--- src/rtl/serdesphy_ana_cdr_pi.sv ---
// Digital bang-bang CDR for the RX path: Alexander phase detector, windowed majority
// vote, proportional+integral loop filter, wrapping PI code and lock/freeze supervision.
module serdesphy_ana_cdr_pi #(
    parameter int PHASE_W    = 8,
    parameter int INT_W      = 12,
    parameter int INT_SHIFT  = 4,
    parameter int VOTE_LEN   = 8,
    parameter int LOCK_TOL   = 1,
    parameter int UNLOCK_TOL = 4,
    parameter int LOCK_WIN   = 16
) (
    input  logic               clk_240m_rx,
    input  logic               rst,
    input  logic               enable,
    input  logic               cdr_clear,
    input  logic               freeze,
    input  logic               fast_lock,
    input  logic [2:0]         kp_sel,
    input  logic [2:0]         ki_sel,
    input  logic               samp_valid,
    input  logic               samp_data,
    input  logic               samp_edge,
    output logic [PHASE_W-1:0] pi_code,
    output logic               pi_code_valid,
    output logic [INT_W-1:0]   integ_out,
    output logic               cdr_lock,
    output logic               lock_lost,
    output logic [1:0]         cdr_state
);

    localparam int SUM_W = $clog2(VOTE_LEN) + 2;
    localparam int CNT_W = $clog2(VOTE_LEN);
    localparam int LCK_W = $clog2(LOCK_WIN + 1);
    localparam logic [PHASE_W-1:0]    PI_MID  = {1'b1, {(PHASE_W-1){1'b0}}};
    localparam logic signed [INT_W:0] INT_MAX = (INT_W+1)'((1 << (INT_W-1)) - 1);
    localparam logic signed [INT_W:0] INT_MIN = -INT_MAX;

    typedef enum logic [1:0] {
        S_IDLE    = 2'b00,
        S_ACQ     = 2'b01,
        S_LOCKED  = 2'b10,
        S_FREEZE  = 2'b11
    } state_t;

    state_t                          state, state_nxt;
    logic                            d_prev, have_prev;
    logic signed [SUM_W-1:0]         win_sum, vote, sum_next;
    logic [SUM_W-1:0]                sum_abs;
    logic [CNT_W-1:0]                win_cnt;
    logic                            upd_pend, upd_up, upd_dn, upd_quiet, upd_loud;
    logic [LCK_W-1:0]                lock_cnt, cnt_inc;
    logic signed [INT_W-1:0]         integ, integ_new;
    logic signed [INT_W:0]           integ_ext, ki_step, integ_sum;
    logic signed [INT_W+PHASE_W-1:0] int_wide, int_sh;
    logic [3:0]                      kp_raw, kp_eff;
    logic [PHASE_W-1:0]              kp_step, kp_term, pi_next;
    logic                            active, win_close, apply, lock_set, lock_drop;

    assign active    = enable && !freeze && (state == S_ACQ || state == S_LOCKED);
    assign win_close = active && samp_valid && (win_cnt == CNT_W'(VOTE_LEN - 1));
    assign apply     = upd_pend && enable && !freeze;
    assign lock_set  = apply && upd_quiet && (cnt_inc == LCK_W'(LOCK_WIN));
    assign lock_drop = apply && upd_loud && cdr_lock;
    assign integ_out = integ;

    // NOTE: every combinational output gets a default first so no latch is inferred.
    always_comb begin
        vote = '0;
        if (have_prev && (d_prev != samp_data))
            vote = (samp_edge == d_prev) ? SUM_W'(1) : '1;
        sum_next = win_sum + vote;
        sum_abs  = sum_next[SUM_W-1] ? -sum_next : sum_next;
    end

    // Loop filter: the integrator saturates symmetrically, the phase code wraps freely.
    always_comb begin
        integ_ext = {integ[INT_W-1], integ};
        ki_step   = (INT_W+1)'(1) << ki_sel;
        integ_sum = integ_ext;
        if (upd_up)
            integ_sum = integ_ext + ki_step;
        else if (upd_dn)
            integ_sum = integ_ext - ki_step;
        if (integ_sum > INT_MAX)
            integ_sum = INT_MAX;
        else if (integ_sum < INT_MIN)
            integ_sum = INT_MIN;
        integ_new = integ_sum[INT_W-1:0];

        kp_raw  = {1'b0, kp_sel} + {3'b000, fast_lock & ~cdr_lock};
        kp_eff  = (kp_raw > 4'(PHASE_W - 2)) ? 4'(PHASE_W - 2) : kp_raw;
        kp_step = PHASE_W'(1) << kp_eff;
        kp_term = '0;
        if (upd_up)
            kp_term = kp_step;
        else if (upd_dn)
            kp_term = '0 - kp_step;

        int_wide = {{PHASE_W{integ_new[INT_W-1]}}, integ_new};
        int_sh   = int_wide >>> INT_SHIFT;
        pi_next  = pi_code + kp_term + int_sh[PHASE_W-1:0];
        cnt_inc  = (lock_cnt == LCK_W'(LOCK_WIN)) ? lock_cnt : lock_cnt + 1'b1;
    end

    always_ff @(posedge clk_240m_rx or posedge rst) begin
        if (rst)
            state <= S_IDLE;
        else if (cdr_clear)
            state <= S_IDLE;
        else
            state <= state_nxt;
    end

    always_comb begin
        state_nxt = state;
        case (state)
            S_IDLE:   if (enable) state_nxt = S_ACQ;
            S_ACQ:    if (!enable) state_nxt = S_IDLE;
                      else if (freeze) state_nxt = S_FREEZE;
                      else if (lock_set) state_nxt = S_LOCKED;
            S_LOCKED: if (!enable) state_nxt = S_IDLE;
                      else if (freeze) state_nxt = S_FREEZE;
                      else if (lock_drop) state_nxt = S_ACQ;
            S_FREEZE: if (!enable) state_nxt = S_IDLE;
                      else if (!freeze) state_nxt = cdr_lock ? S_LOCKED : S_ACQ;
            default:  state_nxt = S_IDLE;
        endcase
    end

    always_comb cdr_state = state;

    always_ff @(posedge clk_240m_rx or posedge rst) begin
        if (rst) begin
            pi_code <= PI_MID;   pi_code_valid <= 1'b0;  integ <= '0;
            cdr_lock <= 1'b0;    lock_lost <= 1'b0;      lock_cnt <= '0;
            d_prev <= 1'b0;      have_prev <= 1'b0;      win_sum <= '0;   win_cnt <= '0;
            upd_pend <= 1'b0;    upd_up <= 1'b0;         upd_dn <= 1'b0;
            upd_quiet <= 1'b0;   upd_loud <= 1'b0;
        end else if (cdr_clear) begin
            pi_code <= PI_MID;   pi_code_valid <= 1'b0;  integ <= '0;
            cdr_lock <= 1'b0;    lock_lost <= 1'b0;      lock_cnt <= '0;
            d_prev <= 1'b0;      have_prev <= 1'b0;      win_sum <= '0;   win_cnt <= '0;
            upd_pend <= 1'b0;    upd_up <= 1'b0;         upd_dn <= 1'b0;
            upd_quiet <= 1'b0;   upd_loud <= 1'b0;
        end else begin
            pi_code_valid <= 1'b0;
            lock_lost     <= 1'b0;
            upd_pend      <= 1'b0;
            if (!enable) begin
                cdr_lock  <= 1'b0;
                lock_cnt  <= '0;
                win_sum   <= '0;
                win_cnt   <= '0;
                have_prev <= 1'b0;
            end else begin
                if (freeze || state == S_FREEZE) begin
                    win_sum <= '0;
                    win_cnt <= '0;
                end else if (active && samp_valid) begin
                    d_prev    <= samp_data;
                    have_prev <= 1'b1;
                    if (win_close) begin
                        win_sum   <= '0;
                        win_cnt   <= '0;
                        upd_pend  <= 1'b1;
                        upd_up    <= !sum_next[SUM_W-1] && (sum_next != '0);
                        upd_dn    <= sum_next[SUM_W-1];
                        upd_quiet <= sum_abs <= SUM_W'(LOCK_TOL);
                        upd_loud  <= sum_abs > SUM_W'(UNLOCK_TOL);
                    end else begin
                        win_sum <= sum_next;
                        win_cnt <= win_cnt + 1'b1;
                    end
                end
                if (apply) begin
                    integ         <= integ_new;
                    pi_code       <= pi_next;
                    pi_code_valid <= 1'b1;
                    if (upd_quiet) begin
                        lock_cnt <= cnt_inc;
                        if (cnt_inc == LCK_W'(LOCK_WIN))
                            cdr_lock <= 1'b1;
                    end else if (upd_loud) begin
                        lock_cnt  <= '0;
                        cdr_lock  <= 1'b0;
                        lock_lost <= cdr_lock;
                    end
                end
            end
        end
    end

endmodule

--- config.mk ---
export PLATFORM = sky130hd
export DESIGN_NAME = serdesphy_ana_cdr_pi
export DESIGN_NICKNAME = d
export VERILOG_FILES = /design/src/rtl/serdesphy_ana_cdr_pi.sv
export SDC_FILE = /design/constraint.sdc
export NUM_CORES = 1
export LEC_CHECK = 0
export ABC_AREA = 1
export BUFFER_PORTS_ARGS = -buffer_cell sky130_fd_sc_hd__buf_2
export CAP_MARGIN = 20
export CELL_PAD_IN_SITES_DETAIL_PLACEMENT = 0
export CELL_PAD_IN_SITES_GLOBAL_PLACEMENT = 1
export CORE_MARGIN = 2
export CORE_UTILIZATION = 40
export CTS_CLUSTER_DIAMETER = 40
export DETAILED_ROUTE_END_ITERATION = 10
export HOLD_SLACK_MARGIN = 0.02
export PLACE_DENSITY = 0.73
export RECOVER_POWER = 100
export SLEW_MARGIN = 20
export SYNTH_ARGS = -nofsm -noshare
export SYNTH_HDL_FRONTEND = slang
export SYNTH_SLANG_ARGS = --single-unit
--- constraint.sdc ---
create_clock -name clk_240m_rx -period 11.4 [get_ports clk_240m_rx]
set_clock_uncertainty 0.05 [all_clocks]
set_input_delay 2.28 -clock clk_240m_rx [delete_from_list [all_inputs] [get_ports clk_240m_rx]]
set_output_delay 2.28 -clock clk_240m_rx [all_outputs]
set_load 0.01 [all_outputs]
-- Word level (Yosys, flattened, before mapping)
Cells that the tools add are included.
- add/sub/neg operators: 10
- magnitude comparators: 5
- equal/unequal tests: 19
- shifts and indexed selects: 2
- mux-type cells: 91
- bitwise gates (word level): 2
- reductions and logical operators: 29
- operators by type and width (operator ; number):
    two-way mux 5 bit ; 14
    two-way mux 12 bit ; 5
    two-way mux 1 bit ; 47
    two-way mux 8 bit ; 5
    two-way mux 13 bit ; 2
    two-way mux 2 bit ; 11
    adder 8 bit ; 2
    two-way mux 3 bit ; 5
    adder 12 x 13 -> 13 bit ; 1
    greater-than comparator 13 x 12 -> 1 bit, second input constant ; 1
    less-than comparator 13 x 12 -> 1 bit, second input constant ; 1
    left shift 1 x 3 -> 13 bit, first input constant ; 1
    subtractor 12 x 13 -> 13 bit ; 1
    logical AND 1 bit ; 12
    == test 5 bit, second input constant ; 2
    inequality test 5 bit, second input constant ; 2
    inequality test 4 x 1 -> 1 bit, second input constant ; 2
    one-hot mux 2 bit (4 select lines) ; 1
    AND reduction 4 bit ; 2
    nonzero test 2 bit ; 4
    left shift 1 x 4 -> 8 bit, first input constant ; 1
    subtractor 1 x 8 -> 8 bit, first input constant ; 1
    inequality test 3 x 1 -> 1 bit, second input constant ; 2
    inequality test 3 bit, second input constant ; 2
    25 further kinds ; 31
- bits in registers: 45
- bits of input ports: 15
- word-level logic and storage cells: 174

-- Longest topological paths before layout
Gate-level depths: netlist (run 1).
- word-level depth: 14
- gate-level depth with buffers: 37

-- Least setup slack after synthesis (run 1)
No wires, ideal clock.
- path kind: input to register
- from: input port ki_sel[1]
- to: register pi_code[7]
- setup time: 0.078 ns
- arrival: 6.186 ns
- slack: 5.086 ns
- stages on the path: 29
- cell sequence: nor3_1 -> ha_1 -> inv_1 -> fa_1 -> inv_1 -> nand2_1 -> nand2_2 -> nand4_1 -> nand2_2 -> nand3_2 -> o21ai_1 -> nand2_2 -> nor2_4 -> inv_2 -> nand2_1 -> nand2_1 -> fa_1 -> inv_1 -> ha_1 -> inv_1 -> fa_1 -> o21ai_0 -> nand2_1 -> nand2_1 -> a21oi_1 -> xor2_1 -> xnor2_1 -> o22ai_1 -> inv_1
- word-level cells in the longest chain between the ends: 11
- elaborated cells on any way between the ends: 13
- classes of those cells: add/sub: 3; order compare: 2; shift: 1; mux: 7
- RTL lines (item ; RTL line ; source):
    from (decl) ; 19 ; input logic [2:0] ki_sel,
    left shift 1 x 3 -> 13 bit (*) ; 78 ; ki_step = (INT_W+1)'(1) << ki_sel;
    subtractor 12 x 13 -> 13 bit ; 83 ; integ_sum = integ_ext - ki_step;
    two-way mux 13 bit ; 82 ; else if (upd_dn)
    two-way mux 13 bit (*) ; 80 ; if (upd_up)
    less-than comparator 13 x 12 -> 1 bit ; 86 ; else if (integ_sum < INT_MIN)
    two-way mux 12 bit ; 86 ;
    two-way mux 12 bit (*) ; 84 ; if (integ_sum > INT_MAX)
    adder 8 bit (*) ; 101 ; pi_next = pi_code + kp_term + int_sh[PHASE_W-1:0];
    two-way mux 8 bit (*) ; 175 ; if (apply) begin
    two-way mux 8 bit (*) ; 149 ; if (!enable) begin
    two-way mux 8 bit (*) ; 139 ; end else if (cdr_clear) begin
    to (signal assigned) ; 177 ; pi_code <= pi_next;
    to (decl) ; 23 ; output logic [PHASE_W-1:0] pi_code,
Mark *: on every way between the ends. The rest lies on a longest branch, timed or not. The select of a mux whose other input is x is not followed.
A chain may end at the register's enable or synchronous reset.

-- Worst setup path in the final report (run 1)
Ends and elaborated chain as after synthesis.

==> impl_metrics.csv, run 1 <==
group,metric,value,unit
global_routing,use_met1,0.3021,
drt,drcViolationCount,0,
global_routing,grt_pass1_wl,19.02,mm
floorplanning,dieArea,0.01181,mm²
timing,worst_slew_pin_slew,2.081,ns
clock_network,hold_buffers,0,
synthesis,ys_seq_elements,45,
timing,fin_tns_setup,0,ns
min_path,hold_path.class,"reg -> reg",
synthesis,avgSynthCellArea,7.026,µm²
timing,drv_slew,46,
finish,fill_cells,1204,
setup_path,end_kind,"register",
global_routing,grt_pass1_vias,3885,
timing,fmax,0.1439,GHz
placement,portBuffers,39,
global_routing,grt.overflow.total,0,
timing,finalCritPeriodShare,0.6095,
timing,timing.hold.ws,0.4417,ns
setup_path,startpoint_type,"input port",
global_routing,grt_use_met2,0.3205,
setup_path,path_class,"in -> reg",
clock_network,cts_resized,0,
finish,drive_above_1_share,0.07413,
finish,fin_area,0.004707,mm²
setup_path,critPathTopFamily,"simple AND/OR/NAND/NOR gates",
setup_path,required,11.60,ns
synthesis,synth_fp_nets,693,
floorplanning,rows,38,
clock_network,cts_buffers,5,
clock_network,post_cts_buffers,0,
placement,placed_area,0.004684,mm²
finish,diodes,0,
finish,regArea,0.001127,mm²
drt,finalWirelength,11.34,mm
status,status,"complete, but fails checks",
timing,rsz0062_at_grt,"false",
timing,layout_min_cycle_time,6.948,ns
finish,syn_to_final_growth,7.363,%
synthesis,synth_warnings,0,
finish,fin_nets,729,
setup_path,cp_common_cell,"nand2_1",
global_routing,use_met3,0.02092,
clock_network,clk_pin_slew,0.10,ns
synthesis,synthesis.area,0.004384,mm²
synthesis,yosysUniqueCellTypes,48,
setup_path,cpPeakStageDelay,0.47,ns
clock_network,htreeDepth,2,
synthesis,synthCells,624,
pwr,ir_worst_vdd,51.76,µV
pwr,p_leak,0.002429,µW
floorplanning,die_w,108.7,µm
timing,relSlewSlack,-0.3948,
timing,hold_viol,0,
finish,mostFrequentLayoutCells,"nand2_1 (142), inv_1 (117), nand3_1 (54)",
setup_path,cpMaxStageDelayCell,"fa_1",
drt,drt_iter0_drc,188,
status,violations,"max-capacitance violations, max-slew violations",
clock_network,worst_skew_pair.late_latency,0.31,ns
floorplanning,die_h,108.7,µm
global_routing,grt_antenna_before_repair,0,
pwr,p_per_area,71.74,mW/mm²
finish,multiInputGateArea,0.002671,mm²
synthesis,synth_top_cells_by_area,"dfrtp_1 (25%), ha_1 (12%), nand2_1 (12%), inv_1 (10%), nand3_1 (6.1%)",
timing,report.final.setup_viol,0,
synthesis,synth_edf_count,0,
clock_network,cts_max_path_buffers,2,
synthesis,yosysTopAreaCell,"dfrtp_1",
floorplanning,core,0.01075,mm²
clock_network,clkSinkCount,45,
drt,wire_per_inst,14.16,µm
clock_network,cts_tree,"yes",
setup_path,arrival,7.15,ns
drt,dr_total_vias,3974,
flow_run,drv_cap,1,
synthesis,seq_area_frac_synth,0.2571,
global_routing,grt-busiest-layer,"met2",
synthesis,synthArstFlopShare,1.000,
finish,final_common_cell,"nand2_1",
synthesis,synth_top_area_share,0.2511,
timing,setup_slack,4.452,ns
floorplanning,io_pins,40,
clock_network,cts_root_buf,"clkbuf_8",
placement,preCtsSetupSlack,4.350,ns
placement,hpwlAfterDp,9.032,mm
drt,first_pass_iters,6,
setup_path,critPathMaxFanout,9,
drt,via_per_inst,4.961,
floorplanning,initial_core_util,0.4080,
placement,gp_congestion,0.8692,
global_routing,grt_max_degree,46,
setup_path,timing.critical_path.buf_inv,6,
global_routing,grt_usage,0.2045,
drt,ant_nets,0,
synthesis,ys.flop_type,"dfrtp_1",
[sequential cells by signal (all words and copies together) (netlist names)]
| register | count |
|---|---|
| cdr_lock | 1 |
| cdr_state | 2 |
| d_prev | 1 |
| have_prev | 1 |
| integ_out | 12 |
| lock_cnt | 5 |
| lock_lost | 1 |
| pi_code | 8 |
| pi_code_valid | 1 |
| upd_dn | 1 |
| upd_loud | 1 |
| upd_pend | 1 |
| upd_quiet | 1 |
| upd_up | 1 |
| win_cnt | 3 |
| win_sum | 5 |
[worst reg2reg max path: stages (launching register included)]
cell and delay (ns):
dfrtp_1 0.91, inv_2 0.30, nand2_1 0.39, inv_1 0.25, nand3_1 0.15, nand3_1 0.15, nand3_1 0.14, nor2_2 0.04
nand3_1 0.07, nand2_2 0.05, nand2_1 0.21, nand2_1 0.15, fa_1 0.47, inv_1 0.07, ha_1 0.14, inv_1 0.06
fa_1 0.39, o21ai_0 0.25, nand2_1 0.11, nand2_1 0.08, a21oi_1 0.07, xor2_1 0.15, xnor2_1 0.13, o22ai_1 0.11
inv_1 0.06
[layout make-up]
cell class / instances / area share
Clock buffer: 5 / 0.01462
Clock inverter: 3 / 0.005316
Inverter: 127 / 0.1015
Multi-Input combinational cell: 442 / 0.5675
Sequential cell: 45 / 0.2395
Tap cell: 140 / 0.03721
Timing Repair Buffer: 39 / 0.03429
[metrics by stage]
| step | power [µW] | instances | util |
|---|---|---|---|
| after floorplan | 217.4 | 624 | - |
| after global placement | 234.5 | 793 | 0.4360 |
| after detailed placement | 235.0 | 793 | 0.4360 |
| after CTS | 343.9 | 801 | 0.4447 |
| after global routing | 359.3 | 801 | 0.4381 |
| final | 337.7 | 801 | 0.4381 |
[synth_stat cells, types with 6 or more instances]
library cell  count
nand2_1         137
inv_1           117
nand3_1          53
dfrtp_1          44
ha_1             43
nor2_1           42
o22ai_1          24
a21oi_1          22
nor3_1           14
o21ai_0          13
fa_1             11
nand2_2          11
nand4_1          11
xor2_1           11
inv_2            10
nor2_2            7
o21ai_1           6
[routing by layer]
layer  vias up  routed length, µm
met2        72               5056
met3        11                381
li1       2065                  -
met5         -                  0
met1      1826               5742
met4         0                163
[power breakdown]
group          total [µW]  internal (µW)  switching (µW)
combinational        65.2           21.8            43.4
clock                 107           44.8            62.2
sequential            166            162            3.04
[worst paths after layout]
check	from	endpoint	slack [ns]	cells past startpoint
worst min-delay path	win_cnt[0]	win_cnt[0]	0.44	1
worst max-delay path	ki_sel[1]	pi_code[7]	4.45	28
max in group asynchronous	rst	pi_code[5]	7.90	2
min in group asynchronous	rst	integ_out[0]	2.45	2
worst min register to register	win_cnt[0]	win_cnt[0]	0.44	1
worst max register to register	upd_up	pi_code[7]	6.40	24
[cells by family after synthesis]
kind of cell               synth area share
and+or+nand+nor                      0.2945
buffers and inverters                0.1247
AOI/OAI and AO/OA                    0.1164
adders and majority gates            0.1729
DFF                                  0.2571
xor gates and xnor gates            0.03196
muxes                              0.002283
Note: power is estimated with default switching activity, not from simulation.
==> run 2, diff against run 1 <==
- ABC_AREA: 1 -> 0
- clock period: 11.4 -> 6.02 ns (I/O delays scaled with it)
==> impl_metrics.csv, run 2 <==
group,metric,value,unit
global_routing,grt_pass1_vias,3762,
finish,fin_nets,655,
setup_path,arrival,5.94,ns
floorplanning,die_h,109.1,µm
placement,hpwlAfterDp,8.293,mm
timing,report.final.setup_viol,0,
min_path,whs_path_depth,1,
finish,largest_reg_flops,12,
placement,placed_area,0.005009,mm²
clock_network,worst_skew_pair.late_latency,0.32,ns
synthesis,post-synth-top-count-cell,"nand2_1",
timing,hold_viol,0,
clock_network,cts_tree,"yes",
setup_path,critPathMaxFanout,4,
finish,diodes,0,
timing,layout_min_cycle_time,5.746,ns
setup_path,required,6.21,ns
synthesis,yosysUniqueCellTypes,69,
synthesis,ys_seq_elements,45,
synthesis,synthArstFlopShare,1.000,
clock_network,clk_pin_slew,0.10,ns
global_routing,grt_max_degree,46,
timing,timing.hold.ws,0.4582,ns
timing,worst_slew_pin_slew,2.105,ns
global_routing,grt.overflow.total,0,
pwr,p_leak,0.002379,µW
drt,wire_per_inst,15.02,µm
synthesis,synth_fp_nets,585,
min_path,hold_start,"have_prev",
timing,fin_tns_setup,0,ns
timing,finalCritPeriodShare,0.9545,
finish,fin_area,0.005121,mm²
clock_network,cts_max_path_buffers,2,
status,status,"complete, but fails checks",
synthesis,yosysTopAreaCell,"dfrtp_1",
synthesis,synth_top_area_share,0.2494,
floorplanning,io_pins,40,
pwr,switchingPower,177.9,µW
synthesis,ys.flop_type,"dfrtp_1",
drt,drcViolationCount,0,
setup_path,r2r_cells,21,
timing,drv_slew,116,
clock_network,cts_buffers,5,
floorplanning,rows,38,
min_path,hold_path.class,"reg -> reg",
setup_path,reg2reg_slack,1.06,ns
setup_path,path_class,"in -> reg",
drt,drt_iter0_drc,235,
floorplanning,die_w,109.1,µm
min_path,min_to,"have_prev",
drt,finalWirelength,10.92,mm
timing,fmax,0.1740,GHz
global_routing,grt_antenna_before_repair,0,
placement,portBuffers,39,
finish,syn_to_final_growth,15.98,%
drt,via_per_inst,5.345,
floorplanning,dieArea,0.01190,mm²
drt,ant_nets,0,
floorplanning,core,0.01079,mm²
synthesis,synth_top_cells_by_area,"dfrtp_1 (25%), ha_1 (12%), fa_1 (5.0%), a21oi_1 (4.4%), nand2_1 (4.3%)",
synthesis,synth_edf_count,0,
timing,relSlewSlack,-0.4110,
drt,dr_total_vias,3886,
finish,mostFrequentLayoutCells,"nand2_1 (51), nor2_1 (46), inv_1 (46)",
global_routing,grt_pass1_wl,18.23,mm
pwr,swShare,0.2900,
flow_run,drv_cap,3,
drt,first_pass_iters,4,
setup_path,end_kind,"register",
synthesis,synth_warnings,0,
synthesis,synthTopCellsByCount,"nand2_1 (51), inv_1 (47), nor2_1 (47)",
synthesis,seq_area_frac_synth,0.2553,
global_routing,grt_usage,0.1938,
clock_network,htreeDepth,2,
synthesis,avgSynthCellArea,8.557,µm²
pwr,p_per_area,119.8,mW/mm²
status,violations,"max-capacitance violations, max-slew violations",
pwr,combPwrFrac,0.148,
synthesis,synthesis.area,0.004415,mm²
synthesis,synthCells,516,
clock_network,cts_root_buf,"clkbuf_8",
finish,final_common_cell,"nand2_1",
clock_network,clkSinkCount,45,
pwr,intPower,435.5,µW
pwr,p_clk_frac,0.354,
setup_path,reg2reg_from,"integ_out[0]",
setup_path,startpoint_type,"input port",
pwr,pwr-share-seq,0.497,
pwr,ir_worst_vdd,128.8,µV
finish,drive_above_1_share,0.1738,
placement,gp_congestion,0.8602,
setup_path,reg2reg_to,"pi_code[7]",
floorplanning,initial_core_util,0.4091,
==> run 2: power by group through the flow <==
stage / Combinational [µW] / Clock, µW / Sequential (µW)
finish: 91.0 / 217 / 305
floorplan: 58.8 / 0 / 311
CTS: 91.5 / 226 / 305
global route: 102 / 237 / 306
global placement: 89.4 / 0 / 311
detailed placement: 91.0 / 0 / 311
==> run 2: worst max-delay path by stage <==
stage                   start         end  cells past startpoint
finish              ki_sel[0]  pi_code[7]                     23
global route        ki_sel[0]  pi_code[7]                     25
CTS                 ki_sel[1]  pi_code[7]                     22
detailed placement  ki_sel[1]  pi_code[7]                     22
global placement    ki_sel[1]  pi_code[7]                     22
floorplan           ki_sel[0]  pi_code[7]                     22
==> run 2: kinds of logic after synthesis <==
group,Yosys count,share of synthesized area
flip-flops,45,0.2553
buffers and inverters,68,0.06262
AND/OR/NAND/NOR,176,0.1964
multiplexers,6,0.01502
adder cells (fa/ha/maj),63,0.1938
AO/OA/AOI/OAI,130,0.2108
XOR/XNOR,28,0.06602
==> run 2: area by class of cell <==
class                      count  area [µm²]
sequential                    45        1127
clock inverter                 2       16.27
multi-input combinational    403        3057
tap                          140       175.2
fill                        1086        5672
inverter                      49       185.2
clock buffer                   6       82.58
timing repair buffer          82       478.0
==> run 2: timing repair <==
action | 4_1_cts | 5_1_grt
endpoints found under the setup margin | 0 | 1
hold buffers | 0 | 0
setup buffers | 0 | 1
gates resized for setup | 0 | 8
==> run 2: per-layer routing <==
metal / GRT usage / vias to the layer above / wire (µm)
li1: - / 1944 / -
met1: 0.2657 / 1877 / 5261
met2: 0.3252 / 56 / 5244
met3: 0.02750 / 9 / 317
met4: 0.03938 / 0 / 95
met5: 0 / - / 0
==> run 2: critical path: stages <==
cell      delay, ns
buf_2          0.12
buf_4          0.14
nor3_1         0.18
buf_4          0.17
ha_1           0.16
inv_1          0.06
fa_1           0.42
nor2_2         0.17
o311ai_2       0.14
a21oi_1        0.18
nor2_1         0.06
xnor2_1        0.13
a22o_1         0.27
maj3_2         0.34
fa_1           0.52
fa_1           0.46
nor2b_1        0.12
o21a_1         0.14
o21ai_1        0.09
o211a_1        0.26
xnor2_2        0.14
o21ai_1        0.11
or3b_1         0.36
==> run 2: through the flow <==
stage	total power [µW]	worst slack (ns)	util	cells
detailed placement	402.1	-0.2748	0.4641	718
global placement	400.3	-0.09751	0.4641	718
finish	613.3	0.2736	0.4745	727
global route	644.7	-0.004528	0.4745	727
floorplan	370.0	0.1209	-	516
CTS	622.5	0.04229	0.4732	726
==> run 3, diff against run 2 <==
- CORE_ASPECT_RATIO: unset -> 1.25
==> impl_metrics.csv, run 3 (synthesis results as in run 2) <==
group,metric,value,unit
status,status,"complete, but fails checks",
status,violations,"max-capacitance violations, max-slew violations",
global_routing,grt_pass1_wl,19.74,mm
global_routing,grt_max_degree,46,
drt,ant_nets,0,
drt,drt_iter0_drc,230,
pwr,p_leak,0.002489,µW
floorplanning,dieArea,0.01190,mm²
setup_path,end_kind,"register",
pwr,ir_worst_vdd,130.3,µV
pwr,p_clk_frac,0.444,
floorplanning,die_w,97.98,µm
timing,drv_slew,116,
pwr,p_per_area,136.5,mW/mm²
floorplanning,io_pins,40,
timing,finalCritPeriodShare,0.9466,
floorplanning,die_h,121.5,µm
timing,fmax,0.1755,GHz
clock_network,cts_max_path_buffers,2,
clock_network,worst_skew_pair.late_latency,0.29,ns
pwr,intPower,541.3,µW
global_routing,grt_use_met2,0.3926,
setup_path,reg2reg_slack,1.13,ns
finish,final_common_cell,"buf_4",
drt,drcViolationCount,0,
finish,syn_to_final_growth,20.40,%
finish,mostFrequentLayoutCells,"buf_4 (54), nand2_1 (51), inv_1 (46)",
pwr,pwr-share-seq,0.421,
clock_network,hold_buffers,0,
finish,finalNonFillerCells,733,
global_routing,grt_pass1_vias,4109,
placement,hpwlAfterDp,9.121,mm
placement,portBuffers,39,
setup_path,reg2reg_from,"integ_out[0]",
setup_path,arrival,5.86,ns
drt,first_pass_iters,4,
clock_network,clkSinkCount,45,
global_routing,grt-busiest-layer,"met2",
finish,diodes,0,
pwr,swShare,0.2543,
placement,placed_area,0.005096,mm²
timing,worst_slew_pin_slew,2.105,ns
global_routing,grt.overflow.total,0,
clock_network,htreeDepth,2,
timing,hold_viol,0,
setup_path,critPathMaxFanout,6,
finish,fin_area,0.005316,mm²
min_path,hold_path.class,"reg -> reg",
floorplanning,initial_core_util,0.4139,
finish,largest_reg_flops,12,
finish,fin_nets,669,
clock_network,cts_buffers,5,
timing,rsz0062_at_grt,"false",
clock_network,clk_pin_slew,0.06,ns
setup_path,critPathLaunch,"ki_sel[1]",
finish,drive_above_1_share,0.1930,
timing,relSlewSlack,-0.4110,
drt,finalWirelength,11.88,mm
drt,via_per_inst,5.438,
timing,layout_min_cycle_time,5.698,ns
setup_path,required,6.19,ns
floorplanning,rows,42,
global_routing,grt_usage,0.2047,
pwr,combPwrFrac,0.135,
global_routing,use_met1,0.2376,
placement,gp_congestion,0.8717,
timing,report.final.setup_viol,0,
pwr,switchingPower,184.6,µW
drt,dr_total_vias,3986,
placement,placed_cells,723,
clock_network,cts_root_buf,"clkbuf_16",
global_routing,use_met3,0.02016,
setup_path,startpoint_type,"input port",
min_path,hold_start,"win_sum[3]",
drt,wire_per_inst,16.20,µm
floorplanning,core,0.01067,mm²
clock_network,cts_tree,"yes",
flow_run,drv_cap,3,
setup_path,path_class,"in -> reg",
global_routing,grt_antenna_before_repair,0,
[run 3: cell count changes in the layout (fill, tap and decap cells not counted), sizes merged]
cell	before	now
inv	48	47
buf	54	66
clkbuf	34	35
bufinv	0	1
clkinv	1	2
[run 3: cell type report]
type	instances	area (µm²)
flip-flops and latches	45	1127
clock inverters	3	46.29
inverters	49	185.2
multi-input cells	403	3085
repair buffers	96	581.8
well taps	132	165.2
fillers	1072	5351
clock buffers	5	125.1
[run 3: path summary, 6_finish.rpt]
path                                      to  depth (start not counted)
worst max-delay path              pi_code[7]                         22
worst min-delay path              win_sum[3]                          1
worst max register to register    pi_code[7]                         20
worst min register to register    win_sum[3]                          1
max in group asynchronous       cdr_state[0]                          2
min in group asynchronous         win_sum[3]                          2
[run 3: metal layers]
| metal | share of wire | vias to the layer above |
|---|---|---|
| li1 | - | 1979 |
| met1 | 0.41 | 1937 |
| met2 | 0.55 | 61 |
| met3 | 0.025 | 9 |
| met4 | 0.014 | 0 |
| met5 | 0 | - |
[run 3: power by group through the flow]
stage | Clock, µW | Combinational (µW) | Sequential [µW]
2_1_floorplan | 0 | 58.8 | 311
3_3_place_gp | 0 | 93.9 | 311
3_5_place_dp | 0 | 95.6 | 311
4_1_cts | 330 | 96.5 | 305
5_1_grt | 339 | 110 | 305
6_report | 322 | 98.3 | 305
[run 3: worst max-delay path, cell delays in order]
cell       delay (ns)
buf_2            0.12
or3b_2           0.52
ha_4             0.27
a21oi_2          0.14
nand2_1          0.09
o221a_4          0.25
a2111oi_4        0.37
nor2_4           0.10
xor2_4           0.18
maj3_2           0.35
fa_1             0.45
inv_1            0.07
ha_1             0.16
inv_1            0.05
fa_1             0.37
nor2b_1          0.13
o21a_1           0.13
o21ai_1          0.09
o211a_1          0.23
xnor2_1          0.17
nor3_1           0.06
or3b_1           0.36
[run 3: what timing repair did]
| action | in CTS | in global routing |
|---|---|---|
| endpoints found under the setup margin | 0 | 1 |
| hold endpoints to repair | 0 | 0 |
| resized for setup | 0 | 16 |
| buffers inserted | 0 | 2 |
[run 3: through the flow]
stage          total power [µW]  hold WS (ns)  setup TNS, ns  utilization  setup WS, ns
5_1_grt                   754.6        0.4807              0       0.4984       0.06209
3_5_place_dp              406.7        0.4499        -0.2543       0.4777       -0.2543
3_3_place_gp              404.9        0.4425        -0.2090       0.4777       -0.2090
2_1_floorplan             370.0        0.4051              0            -        0.1209
4_1_cts                   732.2        0.4689              0       0.4938       0.06082
6_report                  725.9        0.4636              0       0.4984        0.3215
